$ cat src/rtl/cpu_ctrl_seq_pkg.sv
`default_nettype none
// +--------------------------------------------------------------------------+
// | Module      : cpu_ctrl_pkg                                               |
// | Description : Shared constants and types for the accumulator-CPU control |
// |               sequencer: opcodes, ALU function codes, sequencer state    |
// |               enum, beat numbers and small decode helpers.               |
// | Ports       : none (package)                                             |
// | Revision    : 1.0 - initial release                                      |
// +--------------------------------------------------------------------------+
package cpu_ctrl_pkg;

   // Full 8-bit instruction encodings; the opcode is the top nibble.
   localparam logic [7:0] OP_NOP  = 8'h00;
   localparam logic [7:0] OP_ADD  = 8'h10;
   localparam logic [7:0] OP_SUB  = 8'h20;
   localparam logic [7:0] OP_AND  = 8'h30;
   localparam logic [7:0] OP_OR   = 8'h40;
   localparam logic [7:0] OP_XOR  = 8'h50;
   localparam logic [7:0] OP_INC  = 8'h60;
   localparam logic [7:0] OP_NOT  = 8'h70;
   localparam logic [7:0] OP_CLR  = 8'h80;
   localparam logic [7:0] OP_SHR  = 8'h90;
   localparam logic [7:0] OP_MVR  = 8'hA0;
   localparam logic [7:0] OP_JMP  = 8'hB0;
   localparam logic [7:0] OP_JPZ  = 8'hC0;
   localparam logic [7:0] OP_JPNZ = 8'hD0;
   localparam logic [7:0] OP_LAD  = 8'hE0;
   localparam logic [7:0] OP_STO  = 8'hF0;
   localparam logic [7:0] OP_HALT = 8'h0F;

   typedef logic [3:0] alus_t;

   localparam alus_t ALUS_NONE = 4'h0;
   localparam alus_t ALUS_CLR  = 4'h0;
   localparam alus_t ALUS_ADD  = 4'h1;
   localparam alus_t ALUS_SUB  = 4'h2;
   localparam alus_t ALUS_AND  = 4'h3;
   localparam alus_t ALUS_OR   = 4'h4;
   localparam alus_t ALUS_XOR  = 4'h5;
   localparam alus_t ALUS_INC  = 4'h6;
   localparam alus_t ALUS_NOT  = 4'h7;
   localparam alus_t ALUS_SHR  = 4'h9;
   localparam alus_t ALUS_LAD  = 4'hA;

   typedef enum logic [1:0] {
      ST_IDLE = 2'd0,
      ST_RUN  = 2'd1,
      ST_HALT = 2'd2
   } state_t;

   localparam logic [2:0] B0 = 3'd0;
   localparam logic [2:0] B1 = 3'd1;
   localparam logic [2:0] B2 = 3'd2;
   localparam logic [2:0] B3 = 3'd3;
   localparam logic [2:0] B4 = 3'd4;
   localparam logic [2:0] B5 = 3'd5;
   localparam logic [2:0] B6 = 3'd6;
   localparam logic [2:0] B7 = 3'd7;

   // Final beat of each instruction class; opc is the effective opcode
   // nibble (illegal encodings are already folded onto NOP).
   function automatic logic [2:0] last_beat(input logic [3:0] opc);
      case (opc)
         OP_NOP[7:4], OP_CLR[7:4], OP_MVR[7:4]:   return B3;
         OP_JMP[7:4], OP_JPZ[7:4], OP_JPNZ[7:4]:  return B5;
         OP_STO[7:4]:                             return B6;
         OP_LAD[7:4]:                             return B7;
         default:                                 return B4;
      endcase
   endfunction

   function automatic alus_t alus_of(input logic [3:0] opc);
      case (opc)
         OP_ADD[7:4]: return ALUS_ADD;
         OP_SUB[7:4]: return ALUS_SUB;
         OP_AND[7:4]: return ALUS_AND;
         OP_OR[7:4]:  return ALUS_OR;
         OP_XOR[7:4]: return ALUS_XOR;
         OP_INC[7:4]: return ALUS_INC;
         OP_NOT[7:4]: return ALUS_NOT;
         OP_CLR[7:4]: return ALUS_CLR;
         OP_SHR[7:4]: return ALUS_SHR;
         OP_LAD[7:4]: return ALUS_LAD;
         default:     return ALUS_NONE;
      endcase
   endfunction

endpackage
`default_nettype wire

$ cat src/rtl/cpu_ctrl_seq_if.sv
`default_nettype none
// +--------------------------------------------------------------------------+
// | Module      : cpu_ctrl_seq_if                                            |
// | Description : Bundle between the control sequencer and the datapath /    |
// |               memory port.                                               |
// |               master : sequencer (drives enables, reads ir/z/mem_ready)  |
// |               slave  : datapath  (drives ir/z/mem_ready, reads enables)  |
// | Revision    : 1.0 - initial release                                      |
// +--------------------------------------------------------------------------+
interface cpu_ctrl_seq_if #(parameter int DW = 8);
   import cpu_ctrl_pkg::*;

   logic [DW-1:0] ir;
   logic          z;
   logic          mem_ready;

   logic pcbus, r0bus, r1bus, drlbus, drhbus, trbus, membus, busmem;
   logic r0load, r1load, zload, xload, arload, drload, irload, trload, pcload;
   logic pcinc, arinc, read, write;
   alus_t alus;

   modport master (
      input  ir, z, mem_ready,
      output pcbus, r0bus, r1bus, drlbus, drhbus, trbus, membus, busmem,
      output r0load, r1load, zload, xload, arload, drload, irload, trload, pcload,
      output pcinc, arinc, read, write, alus
   );

   modport slave (
      output ir, z, mem_ready,
      input  pcbus, r0bus, r1bus, drlbus, drhbus, trbus, membus, busmem,
      input  r0load, r1load, zload, xload, arload, drload, irload, trload, pcload,
      input  pcinc, arinc, read, write, alus
   );
endinterface
`default_nettype wire

$ cat src/rtl/cpu_ctrl_seq_wait_timer.sv
`default_nettype none
// +--------------------------------------------------------------------------+
// | Module      : ctrl_wait_timer                                            |
// | Description : Counts consecutive memory stall cycles within one beat and |
// |               flags expiry on the TIMEOUT-th stall cycle.                |
// | Ports       : clk, reset (async, active-low)                             |
// |               i_stall  - current beat is waiting on mem_ready            |
// |               o_expire - this cycle is the TIMEOUT-th consecutive stall  |
// | Revision    : 1.0 - initial release                                      |
// +--------------------------------------------------------------------------+
module ctrl_wait_timer #(
   parameter int TIMEOUT = 15
) (
   input  logic clk,
   input  logic reset,
   input  logic i_stall,
   output logic o_expire
);
   // Counter holds the number of earlier stall cycles (0..TIMEOUT-1).
   localparam int             c_cnt_w = (TIMEOUT < 2) ? 1 : $clog2(TIMEOUT);
   localparam logic [c_cnt_w-1:0] c_last = c_cnt_w'(TIMEOUT - 1);

   logic [c_cnt_w-1:0] r_cnt;

   assign o_expire = i_stall && (r_cnt == c_last);

   // Any non-stall cycle is a beat advance (or idle), which restarts the count.
   always_ff @(posedge clk or negedge reset) begin
      if (!reset)
         r_cnt <= '0;
      else if (i_stall && !o_expire)
         r_cnt <= r_cnt + 1'b1;
      else
         r_cnt <= '0;
   end
endmodule
`default_nettype wire

$ cat src/rtl/cpu_ctrl_seq.sv
`default_nettype none
// +--------------------------------------------------------------------------+
// | Module      : cpu_ctrl_seq                                               |
// | Description : Hardwired control sequencer for the 8-bit accumulator CPU. |
// |               Encoded beat counter with memory wait states, stall        |
// |               watchdog, HALT, latched branch condition, run/step gating. |
// | Ports       : clk, reset (async, active-low)                             |
// |               run, step       - execution gating                         |
// |               bus (master)    - ir/z/mem_ready in, enables/strobes out   |
// |               instr_done      - last-beat completion pulse               |
// |               halted, bus_err, illegal - sticky status                   |
// |               beat            - current beat (debug)                     |
// | Revision    : 1.0 - initial release                                      |
// +--------------------------------------------------------------------------+
module cpu_ctrl_seq
   import cpu_ctrl_pkg::*;
#(
   parameter int DW      = 8,
   parameter int TIMEOUT = 15
) (
   input  logic           clk,
   input  logic           reset,
   input  logic           run,
   input  logic           step,
   cpu_ctrl_seq_if.master bus,
   output logic           instr_done,
   output logic           halted,
   output logic           bus_err,
   output logic           illegal,
   output logic [2:0]     beat
);
   state_t     r_state, w_state_nxt;
   logic [2:0] r_beat, w_beat_nxt;
   logic       r_cond, r_b3_first, r_bus_err, r_illegal;

   logic [3:0] w_opc, w_op;
   logic       w_is_halt, w_bad_low, w_cond, w_taken;
   logic       w_rd, w_wr, w_drl, w_pci, w_ari, w_trl;
   logic       w_stall, w_expire, w_done, w_set_ill;

   // Illegal low fields are folded onto NOP so they decode no enables.
   assign w_opc     = bus.ir[DW-1 -: 4];
   assign w_is_halt = (bus.ir == DW'(OP_HALT));
   assign w_bad_low = (bus.ir[DW-5:0] != '0) && !w_is_halt;
   assign w_op      = w_bad_low ? 4'h0 : w_opc;

   // On the first b3 cycle z is used live; afterwards the captured copy,
   // so z changes made by the instruction itself cannot flip the branch.
   assign w_cond  = r_b3_first ? bus.z : r_cond;
   assign w_taken = (w_op == OP_JMP[7:4]) ||
                    ((w_op == OP_JPZ[7:4])  &&  w_cond) ||
                    ((w_op == OP_JPNZ[7:4]) && !w_cond);

   // Enable/strobe decode from registered state (ungated memory-side loads).
   always_comb begin
      bus.pcbus  = 1'b0; bus.r0bus  = 1'b0; bus.r1bus  = 1'b0; bus.drlbus = 1'b0;
      bus.drhbus = 1'b0; bus.trbus  = 1'b0; bus.membus = 1'b0; bus.busmem = 1'b0;
      bus.r0load = 1'b0; bus.r1load = 1'b0; bus.zload  = 1'b0; bus.xload  = 1'b0;
      bus.arload = 1'b0; bus.irload = 1'b0; bus.pcload = 1'b0;
      bus.alus   = ALUS_NONE;
      w_rd = 1'b0; w_wr = 1'b0; w_drl = 1'b0; w_pci = 1'b0; w_ari = 1'b0; w_trl = 1'b0;
      if (r_state == ST_RUN) begin
         case (r_beat)
            B0: begin bus.pcbus = 1'b1; bus.arload = 1'b1; end
            B1: begin w_rd = 1'b1; bus.membus = 1'b1; w_drl = 1'b1; w_pci = 1'b1; end
            B2: begin bus.pcbus = 1'b1; bus.arload = 1'b1; bus.irload = 1'b1; end
            default: begin
               bus.alus = alus_of(w_op);
               case (w_op)
                  OP_ADD[7:4], OP_SUB[7:4], OP_AND[7:4], OP_OR[7:4], OP_XOR[7:4]: begin
                     if (r_beat == B3) begin bus.r0bus = 1'b1; bus.xload = 1'b1; end
                     else begin bus.r1bus = 1'b1; bus.r0load = 1'b1; bus.zload = 1'b1; end
                  end
                  OP_INC[7:4], OP_NOT[7:4], OP_SHR[7:4]: begin
                     if (r_beat == B3) begin bus.r0bus = 1'b1; bus.xload = 1'b1; end
                     else begin bus.r0load = 1'b1; bus.zload = 1'b1; end
                  end
                  OP_CLR[7:4]: begin bus.r0load = 1'b1; bus.zload = 1'b1; end
                  OP_MVR[7:4]: begin bus.r0bus = 1'b1; bus.r1load = 1'b1; end
                  OP_JMP[7:4], OP_JPZ[7:4], OP_JPNZ[7:4]: begin
                     if (w_taken) begin
                        case (r_beat)
                           B3: begin w_rd = 1'b1; bus.membus = 1'b1; w_drl = 1'b1; w_ari = 1'b1; end
                           B4: begin w_rd = 1'b1; bus.membus = 1'b1; w_drl = 1'b1; w_trl = 1'b1; end
                           default: begin bus.drhbus = 1'b1; bus.trbus = 1'b1; bus.pcload = 1'b1; end
                        endcase
                     end else if (r_beat != B5) begin
                        // Skip the two address bytes of the untaken branch.
                        w_pci = 1'b1;
                     end
                  end
                  OP_LAD[7:4], OP_STO[7:4]: begin
                     case (r_beat)
                        B3: begin w_rd = 1'b1; bus.membus = 1'b1; w_drl = 1'b1; w_pci = 1'b1; w_ari = 1'b1; end
                        B4: begin w_rd = 1'b1; bus.membus = 1'b1; w_drl = 1'b1; w_pci = 1'b1; w_trl = 1'b1; end
                        B5: begin bus.drhbus = 1'b1; bus.trbus = 1'b1; bus.arload = 1'b1; end
                        B6: begin
                           if (w_op == OP_LAD[7:4]) begin
                              w_rd = 1'b1; bus.membus = 1'b1; w_drl = 1'b1;
                           end else begin
                              bus.r0bus = 1'b1; bus.busmem = 1'b1; w_wr = 1'b1;
                           end
                        end
                        default: begin bus.drlbus = 1'b1; bus.r0load = 1'b1; end
                     endcase
                  end
                  default: ;
               endcase
            end
         endcase
      end
   end

   assign w_stall = (r_state == ST_RUN) && (w_rd || w_wr) && !bus.mem_ready;

   // Loads tied to a memory transfer fire only on the completing cycle.
   assign bus.read   = w_rd;
   assign bus.write  = w_wr;
   assign bus.drload = w_drl && !w_stall;
   assign bus.pcinc  = w_pci && !w_stall;
   assign bus.arinc  = w_ari && !w_stall;
   assign bus.trload = w_trl && !w_stall;

   ctrl_wait_timer #(.TIMEOUT(TIMEOUT)) u_wait_timer (
      .clk      (clk),
      .reset    (reset),
      .i_stall  (w_stall),
      .o_expire (w_expire)
   );

   // Next-state logic.
   always_comb begin
      w_state_nxt = r_state;
      w_beat_nxt  = r_beat;
      w_done      = 1'b0;
      w_set_ill   = 1'b0;
      case (r_state)
         ST_IDLE: begin
            if (run || step) begin
               w_state_nxt = ST_RUN;
               w_beat_nxt  = B0;
            end
         end
         ST_RUN: begin
            w_set_ill = (r_beat == B3) && w_bad_low;
            if (w_expire) begin
               w_state_nxt = ST_HALT;
            end else if ((r_beat == B3) && w_is_halt) begin
               w_state_nxt = ST_HALT;
            end else if (!w_stall) begin
               if (r_beat == last_beat(w_op)) begin
                  w_done      = 1'b1;
                  w_beat_nxt  = B0;
                  w_state_nxt = run ? ST_RUN : ST_IDLE;
               end else begin
                  w_beat_nxt = r_beat + 3'd1;
               end
            end
         end
         default: ;
      endcase
   end

   always_ff @(posedge clk or negedge reset) begin
      if (!reset) begin
         r_state    <= ST_IDLE;
         r_beat     <= B0;
         r_cond     <= 1'b0;
         r_b3_first <= 1'b0;
         r_bus_err  <= 1'b0;
         r_illegal  <= 1'b0;
      end else begin
         r_state    <= w_state_nxt;
         r_beat     <= w_beat_nxt;
         r_b3_first <= (w_state_nxt == ST_RUN) && (w_beat_nxt == B3) && (r_beat != B3);
         if (r_b3_first) r_cond    <= bus.z;
         if (w_expire)   r_bus_err <= 1'b1;
         if (w_set_ill)  r_illegal <= 1'b1;
      end
   end

   assign instr_done = w_done;
   assign halted     = (r_state == ST_HALT);
   assign bus_err    = r_bus_err;
   assign illegal    = r_illegal;
   assign beat       = r_beat;
endmodule
`default_nettype wire

$ cat src/flat_wrapper.sv
// flat-port wrapper written by rule: the top's interface ports become plain ports
module cpu_ctrl_seq_flat import cpu_ctrl_pkg::*;
#(
   parameter int DW      = 8,
   parameter int TIMEOUT = 15
)
  (clk, reset, run, step, instr_done, halted, bus_err, illegal, beat, bus_ir, bus_z, bus_mem_ready, bus_pcbus, bus_r0bus, bus_r1bus, bus_drlbus, bus_drhbus, bus_trbus, bus_membus, bus_busmem, bus_r0load, bus_r1load, bus_zload, bus_xload, bus_arload, bus_drload, bus_irload, bus_trload, bus_pcload, bus_pcinc, bus_arinc, bus_read, bus_write, bus_alus);
  cpu_ctrl_seq_if #(.DW(DW)) bus_i ();
  input  logic clk;
  input  logic reset;
  input  logic run;
  input  logic step;
  output logic instr_done;
  output logic halted;
  output logic bus_err;
  output logic illegal;
  output logic [2:0] beat;
  input wire logic [$bits(bus_i.ir)-1:0] bus_ir;
  input wire logic [$bits(bus_i.z)-1:0] bus_z;
  input wire logic [$bits(bus_i.mem_ready)-1:0] bus_mem_ready;
  output wire logic [$bits(bus_i.pcbus)-1:0] bus_pcbus;
  output wire logic [$bits(bus_i.r0bus)-1:0] bus_r0bus;
  output wire logic [$bits(bus_i.r1bus)-1:0] bus_r1bus;
  output wire logic [$bits(bus_i.drlbus)-1:0] bus_drlbus;
  output wire logic [$bits(bus_i.drhbus)-1:0] bus_drhbus;
  output wire logic [$bits(bus_i.trbus)-1:0] bus_trbus;
  output wire logic [$bits(bus_i.membus)-1:0] bus_membus;
  output wire logic [$bits(bus_i.busmem)-1:0] bus_busmem;
  output wire logic [$bits(bus_i.r0load)-1:0] bus_r0load;
  output wire logic [$bits(bus_i.r1load)-1:0] bus_r1load;
  output wire logic [$bits(bus_i.zload)-1:0] bus_zload;
  output wire logic [$bits(bus_i.xload)-1:0] bus_xload;
  output wire logic [$bits(bus_i.arload)-1:0] bus_arload;
  output wire logic [$bits(bus_i.drload)-1:0] bus_drload;
  output wire logic [$bits(bus_i.irload)-1:0] bus_irload;
  output wire logic [$bits(bus_i.trload)-1:0] bus_trload;
  output wire logic [$bits(bus_i.pcload)-1:0] bus_pcload;
  output wire logic [$bits(bus_i.pcinc)-1:0] bus_pcinc;
  output wire logic [$bits(bus_i.arinc)-1:0] bus_arinc;
  output wire logic [$bits(bus_i.read)-1:0] bus_read;
  output wire logic [$bits(bus_i.write)-1:0] bus_write;
  output wire logic [$bits(bus_i.alus)-1:0] bus_alus;
  assign bus_i.ir = bus_ir;
  assign bus_i.z = bus_z;
  assign bus_i.mem_ready = bus_mem_ready;
  assign bus_pcbus = bus_i.pcbus;
  assign bus_r0bus = bus_i.r0bus;
  assign bus_r1bus = bus_i.r1bus;
  assign bus_drlbus = bus_i.drlbus;
  assign bus_drhbus = bus_i.drhbus;
  assign bus_trbus = bus_i.trbus;
  assign bus_membus = bus_i.membus;
  assign bus_busmem = bus_i.busmem;
  assign bus_r0load = bus_i.r0load;
  assign bus_r1load = bus_i.r1load;
  assign bus_zload = bus_i.zload;
  assign bus_xload = bus_i.xload;
  assign bus_arload = bus_i.arload;
  assign bus_drload = bus_i.drload;
  assign bus_irload = bus_i.irload;
  assign bus_trload = bus_i.trload;
  assign bus_pcload = bus_i.pcload;
  assign bus_pcinc = bus_i.pcinc;
  assign bus_arinc = bus_i.arinc;
  assign bus_read = bus_i.read;
  assign bus_write = bus_i.write;
  assign bus_alus = bus_i.alus;
  cpu_ctrl_seq #(.DW(DW), .TIMEOUT(TIMEOUT)) u_core (.clk(clk), .reset(reset), .run(run), .step(step), .bus(bus_i), .instr_done(instr_done), .halted(halted), .bus_err(bus_err), .illegal(illegal), .beat(beat));
endmodule
$ cat config.mk
export PLATFORM = sky130hd
export DESIGN_NAME = cpu_ctrl_seq_flat
export DESIGN_NICKNAME = d
export VERILOG_FILES = /design/src/rtl/cpu_ctrl_seq_pkg.sv /design/src/rtl/cpu_ctrl_seq_if.sv /design/src/rtl/cpu_ctrl_seq_wait_timer.sv /design/src/rtl/cpu_ctrl_seq.sv /design/src/flat_wrapper.sv
export SDC_FILE = /design/constraint.sdc
export NUM_CORES = 1
export LEC_CHECK = 0
export ABC_AREA = 1
export CORE_AREA = 3 3 72 74
export CTS_CLUSTER_SIZE = 14
export DETAILED_ROUTE_END_ITERATION = 8
export DIE_AREA = 0 0 75 77
export HOLD_SLACK_MARGIN = 0.03
export PLACE_DENSITY_LB_ADDON = 0.05
export SYNTH_ARGS = -nofsm -noshare
export SYNTH_HDL_FRONTEND = slang
export SYNTH_HIERARCHICAL = 1
export SYNTH_SLANG_ARGS = --single-unit
$ cat constraint.sdc
create_clock -name clk -period 7.5 [get_ports clk]
set_clock_uncertainty 0.2 [all_clocks]
set_input_delay 0.75 -clock clk [delete_from_list [all_inputs] [get_ports clk]]
set_output_delay 0.75 -clock clk [all_outputs]
set_load 0.005 [all_outputs]
# [Word-level counts from Yosys, hierarchy flattened]
# Memory sizes are Yosys's and may differ from the RTL's.
# Index checks and enable logic that the tools add are counted.
[word_totals] regBits=13 latchBits=0 ramBits=0 romBits=112 inputBits=14 out_inout_bits=32 word_cells=170 mem_count=2
[op_classes] add_sub_neg=2 n_mul=0 n_div=0 order_cmp=0 n_eq_ne=30 shifts=0 n_mux=94 bitwise_logic=0 reduce_logical=35
[mem_list] memory="(name not given)" words=16 word_bits=4 read_ports=1 rd_ports_with_merged_regs=0 wr=0 line="cpu_ctrl_seq_pkg.sv:73" rtl="case (opc)"
[mem_list] memory="(name not given)" words=16 word_bits=3 read_ports=1 rd_ports_with_merged_regs=0 wr=0 line="cpu_ctrl_seq_pkg.sv:63" rtl="case (opc)"
[ops] cell="$mux W1" count=62
[ops] cell="$eq A4 B4 Y1 const B" count=9
[ops] cell="$mux W3" count=9
[ops] cell="$pmux W1 S2" count=10
[ops] cell="$eq A4 B3 Y1 const B" count=4
[ops] cell="$mux W4" count=4
[ops] cell="$logic_and A1 B1 Y1" count=15
[ops] cell="$mux W2" count=5
[ops] cell="$eq A3 B2 Y1 const B" count=3
[ops] cell="$eq A3 B3 Y1 const B" count=3
[ops] cell="$eq A4 B2 Y1 const B" count=2
[ops] cell="$eq A8 B4 Y1 const B" count=1
[ops] cell="$reduce_or A8 Y1" count=1
[ops] cell="$pmux W1 S3" count=2
[ops] cell="$pmux W3 S2" count=1
[ops] cell="$reduce_or A2 Y1" count=3
[ops] cell="$reduce_or A3 Y1" count=2
[ops] cell="$logic_not A1 Y1" count=5
[ops] cell="$reduce_or A5 Y1" count=1
[ops] cell="$add A4 B1 Y4 const B" count=1
[ops] cell="$eq A2 B1 Y1 const B" count=2
[ops] cell="$eq A4 B1 Y1 const B" count=1
[ops] cell="$logic_or A1 B1 Y1" count=4
[ops] cell="$pmux W2 S2" count=1
[ops] cell="10 further kinds" count=10

# [Depth between registers and ports, before layout]
[depth] ltp_word=28 depth_mapped=27 depth_no_buf=26

# [Modules after synthesis]
# Netlist, hierarchy kept.
[by_module_without_submodules] module="cpu_ctrl_seq" n_inst=1 cells_each=194 area_each_um2=1169.9 seq_area_each_um2=225.2
[by_module_without_submodules] module="ctrl_wait_timer" n_inst=1 cells_each=21 area_each_um2=196.4 seq_area_each_um2=100.1

# [Worst setup path after synthesis]
# OpenSTA, ideal clock, no wires.
[synth_path] kind="input-to-output" start="in bus_ir[7]" end="out instr_done" arrival_time_ns=2.463 t_required_ns=6.550 path_slack_ns=4.087 path_stages=22 n_path_buf=1 path_cell_list="inv_2 nand2_1 nor2_2 nand2_2 nand2_4 buf_8 o21ai_2 nand3_1 nand3_2 nand2_1 nand3_2 nand2_2 nand2_2 nand2_4 inv_1 inv_1 nor2_1 inv_1 o21ai_0 inv_1 nand2_2 nor3_1"
[synth_via] elab_cells_between_ends=42 classes_between="eq/ne (7); mux (21); reduce/logical (13); memory (1)"
[synth_rtl] element="from (decl)" line="flat_wrapper.sv:18" rtl="input wire logic [$bits(bus_i.ir)-1:0] bus_ir;"
[synth_rtl] element="$eq A8 B4 Y1" line="cpu_ctrl_seq.sv:43" rtl="assign w_is_halt = (bus.ir == DW'(OP_HALT));"
[synth_rtl] element="$logic_not A1 Y1" line="cpu_ctrl_seq.sv:44" rtl="assign w_bad_low = (bus.ir[DW-5:0] != '0) && !w_is_halt;"
[synth_rtl] element="$logic_and A1 B1 Y1" line="cpu_ctrl_seq.sv:44"
[synth_rtl] element="$mux W4 (*)" line="cpu_ctrl_seq.sv:45" rtl="assign w_op = w_bad_low ? 4'h0 : w_opc;"
[synth_rtl] element="$eq A4 B4 Y1" line="cpu_ctrl_seq.sv:51, cpu_ctrl_seq.sv:69"
[synth_rtl] element="$logic_and A1 B1 Y1" line="cpu_ctrl_seq.sv:51" rtl="((w_op == OP_JPZ[7:4]) && w_cond) ||"
[synth_rtl] element="$logic_or A1 B1 Y1" line="cpu_ctrl_seq.sv:50" rtl="assign w_taken = (w_op == OP_JMP[7:4]) ||"
[synth_rtl] element="$logic_or A1 B1 Y1" line="cpu_ctrl_seq.sv:51"
[synth_rtl] element="(+3 left out)"
[synth_rtl] element="$mux W1" line="cpu_ctrl_seq.sv:62" rtl="if (r_state == ST_RUN) begin"
[synth_rtl] element="$logic_or A1 B1 Y1 (*)" line="cpu_ctrl_seq.sv:114" rtl="assign w_stall = (r_state == ST_RUN) && (w_rd || w_wr) && !bus.mem_ready;"
[synth_rtl] element="$logic_and A1 B1 Y1 (*) (2 in series)" line="cpu_ctrl_seq.sv:114"
[synth_rtl] element="named net u_core.w_stall" line="cpu_ctrl_seq.sv:39" rtl="logic w_stall, w_expire, w_done, w_set_ill;"
[synth_rtl] element="$logic_and A1 B1 Y1 (*)" line="cpu_ctrl_seq_wait_timer.sv:25" rtl="assign o_expire = i_stall && (r_cnt == c_last);"
[synth_rtl] element="named net u_core.w_expire" line="cpu_ctrl_seq.sv:39"
[synth_rtl] element="$mux W1 (*)" line="cpu_ctrl_seq.sv:146" rtl="if (w_expire) begin"
[synth_rtl] element="$mux W1 (*)" line="cpu_ctrl_seq.sv:137" rtl="case (r_state)"
[synth_rtl] element="to (decl)" line="flat_wrapper.sv:13" rtl="output logic instr_done;"
# Mark *: on every way through the listed nets, which the timed path passes. The rest lies on a longest branch. The select of a mux whose other input is x is not followed.

# [Worst setup path after layout]
[layout_path] start="in bus_ir[4]" end="out instr_done"
# The elaborated chain is that of the path after synthesis.

==> out/summary.md <==
* complete, no violations — result of the run
* 14 — maximum number of pins on one net before global-route repair
* 0.1164 mW — cell-internal power
* 4.676 — via density per instance
* 0.2186 — GR Util met2
* 77 um — height of the die
* 3178 um — Post-DP HPWL
* 0 — EDFF count, synth
* 4661 um^2 — core box area
* 46 — number of I/O pins
* 12.50 um — WL per Instance
* 12 — worst-path maximum fanout
* 13 — count of clock tree sinks
* dfrtp_1 — leading register cell type out of synthesis
* clkdlybuf4s50_1 -> inv_2 -> nand2_2 -> nor2_2 -> nand2_2 -> nand2_4 -> nand2_2 -> nor2_1 -> nand2_1 -> nand3_2 -> nand2_1 -> nand3_2 -> nand2_2 -> nand2_2 -> nand2_4 -> inv_1 -> inv_1 -> nor2_1 -> inv_1 -> o21ai_0 -> inv_1 -> nand2_2 -> nor3_1 -> clkdlybuf4s50_1 — critical path, cell by cell
* 0 ns — Total Negative Setup Slacks
* 2.703 ns — final worst-path setup slack
* 0 — aggregate global routing overflow
* 6.355 um^2 — Avg Cell Area, Syn
* 5775 um^2 — area enclosed by the die boundary
* 6 — Detailed Routing Iterations Pass 1
* 0 — number of antenna violations at the first check in global routing
* 4.797 ns — shortest period the worst path allows
* 860.8 um^2 — footprint of the multi-input gates
* 2 — largest buffer count on any clock path
* 0 — final-report max-slew violation count
* input port to primary output — Crit Path Category
* 1459 — total vias in the final route
* flop to flop — classification of the worst-slack hold path
* 0.470 — fraction of power consumed by sequential logic
* 0 — Final setup viols
* false — setup repair after global routing missed its margin
* 280 — count of nets after finishing
* 0.2381 — area share of the leading cell type in the synthesized netlist
* 3.85 ns — Crit path arrival time
* 30 — number of distinct standard cells referenced by the synthesized netlist
* 0.1995 — global routing usage on met1
* 236 — post-synthesis net count
* 510 — fill cell count
* 1366 um^2 — area of the mapped netlist
* 0 — max-capacitance violation count
* 44 x nand2_1, 31 x inv_1, 28 x nor2_1 — leading cell types by count after synthesis
* 3 — total CTS buffers
* 0.8988 nW — Static Leakage
* 6.55 ns — WP data required
* 0.00004448 V — Peak supply drop
* 0.2241 — Sw Share
* 0.1395 — layout cells sized above 1
* nand2_1 — dominant cell by count in the synthesized netlist
* 215 — cell count after synthesis
* 0.61 ns — highest cell delay on the worst timing path
* 0 — Hold Buf Count CTS
* dfrtp_1 24%, nand2_1 12%, inv_1 8.5%, nor2_1 7.7%, nand3_1 7.3% — most area-consuming cells after synthesis
* 0 — Setup Fix Bufs, Post-CTS
* nand2_2 — critical path's most frequent cell
* 0.8251 — weighted congestion reported at the end of routability-driven placement
* 0 — number of hold violations in the final report
* built — clock tree from TritonCTS
* 3900 um — WL final
* met2 — peak-usage layer in the global routing report
* 0.4043 — final core area utilization
* 6 — yosys synthesis warning count
* input port — CP Launch Type
* 2.710 ns — pre-CTS setup slack
* 45 — Port Buf Inserts
* 1377 — vias in the first global route
* clkdlybuf4s50_1 — master of the slowest instance on the critical path
* 208.5 MHz — highest clock rate
* 25 — std cell rows
* dfrtp_1 — cell type with the highest aggregate area in the netlist
* 0.24 ns — clock latency of the later-clocked register in the worst-skew pair
* 0.6396 — final critical-path share of the clock period
* clkbuf_8 — root buf cell
* 0 — count of cells resized by post-cts repair
* 0.5929 ns — Worst Tran Pin Value
* primary output — category of the worst setup path capture point
* 0 — count of unresolved DRC violations after routing
* 0.03145 — met3 Use GR
* 0.2381 — part of the Yosys area used for sequential elements
* 37.91% — Layout area overhead
* 79.60 nW/um^2 — cell area power density
* 0.1387 — Tot GR Track Use
* 0 — residual antenna-violating net count after detailed routing
* 13 — Seq cells post-synth
* 0 — antenna diode count
* 81 — DR iter-0 viols
* 6417 um — global-route wire length before repair
* 0.408 — portion of total power attributed to the clock network
* 0.6035 — Relative slew margins
* 325.3 um^2 — area used by sequential logic in the layout
* 0.03361 mW — switching power of the nets
* 0.122 — combinational group share of total power
* 75 um — width of the chip
* 1.000 — Synth async-reset ratio
* 1 — total number of H-tree levels
* 0.06 ns — clock-pin slew on the worst setup and hold paths
* 0.2932 — starting utilization of the core area
## sequential cells by signal, summed over array words and instances, names as in the netlist
name,flops
u_core/beat,3
u_core/illegal,1
u_core/bus_err,1
u_core/u_wait_timer/r_cnt,4
u_core/r_b3_first,1
u_core/r_state,2
u_core/r_cond,1
## per-stage QoR
stage | cell area [um^2] | total power, mW | hold WS [ns] | instances
detailed placement | 1839 | 0.09001 | 0.2672 | 308
global placement | 1839 | 0.09032 | 0.2710 | 308
CTS | 1884 | 0.1519 | 0.2835 | 312
finish | 1884 | 0.1500 | 0.2830 | 312
floorplan | 1366 | 0.07880 | 0.2544 | 215
global route | 1884 | 0.1566 | 0.2874 | 312
## routing by layer
metal	vias up	part of all wire	wire length, um
met5	-	0	0
met4	0	0.0038	15
met3	2	0.050	194
met2	40	0.45	1758
met1	659	0.50	1932
li1	758	-	-
## cells by family after synthesis
family,count (synthesis),share of synthesized area
buf+inv,42,0.1319
xor+xnor,4,0.02565
flops,13,0.2381
fa+ha+maj,7,0.06410
simple gates,129,0.4561
compound gates,20,0.08426
## cell usage in the layout (no fill, tap or decap), types with 4 or more instances in the layout
master	netlist	final
clkdlybuf4s50_1	0	45
nand2_2	11	11
o21ai_0	7	7
nor2_2	8	8
nor2_1	28	28
inv_1	31	31
nand3_2	4	4
inv_2	4	4
nand3_1	20	20
a21oi_1	8	8
ha_1	7	7
dfrtp_1	13	13
nand2_1	44	44
## worst paths after layout
kind	slack (ns)	cells after the start	end	start
min reg2reg	0.28	1	u_core/illegal	u_core/illegal
min	0.28	1	u_core/illegal	u_core/illegal
max	2.70	24	instr_done	bus_ir[4]
min in group asynchronous	0.68	1	u_core/u_wait_timer/r_cnt[2]	reset
max reg2reg	4.27	20	u_core/r_b3_first	u_core/beat[2]
max in group asynchronous	6.02	1	u_core/beat[2]	reset
## critical path, delay by kind of cell
kind / cells / cell delay [ns]
AOI/OAI and AO/OA: 1 / 0.07
buffers and inverters: 7 / 1.57
and+or+nand+nor: 16 / 1.42
## final cells by class
type / instances / area share
inverters: 36 / 0.07171
flip-flops and latches: 13 / 0.1726
multi-input cells: 160 / 0.4568
repair buffers: 45 / 0.2390
clock buffers: 4 / 0.02390
well taps: 54 / 0.03586
## power by group through the flow
stage                     sequential [mW]  clock, mW  combinational, mW
after global routing               0.0704     0.0660             0.0202
after CTS                          0.0704     0.0630             0.0185
after detailed placement           0.0716          0             0.0184
after floorplan                    0.0717          0            0.00713
final                              0.0704     0.0612             0.0183
after global placement             0.0717          0             0.0187
Note: power is estimated with default switching activity, not from simulation.
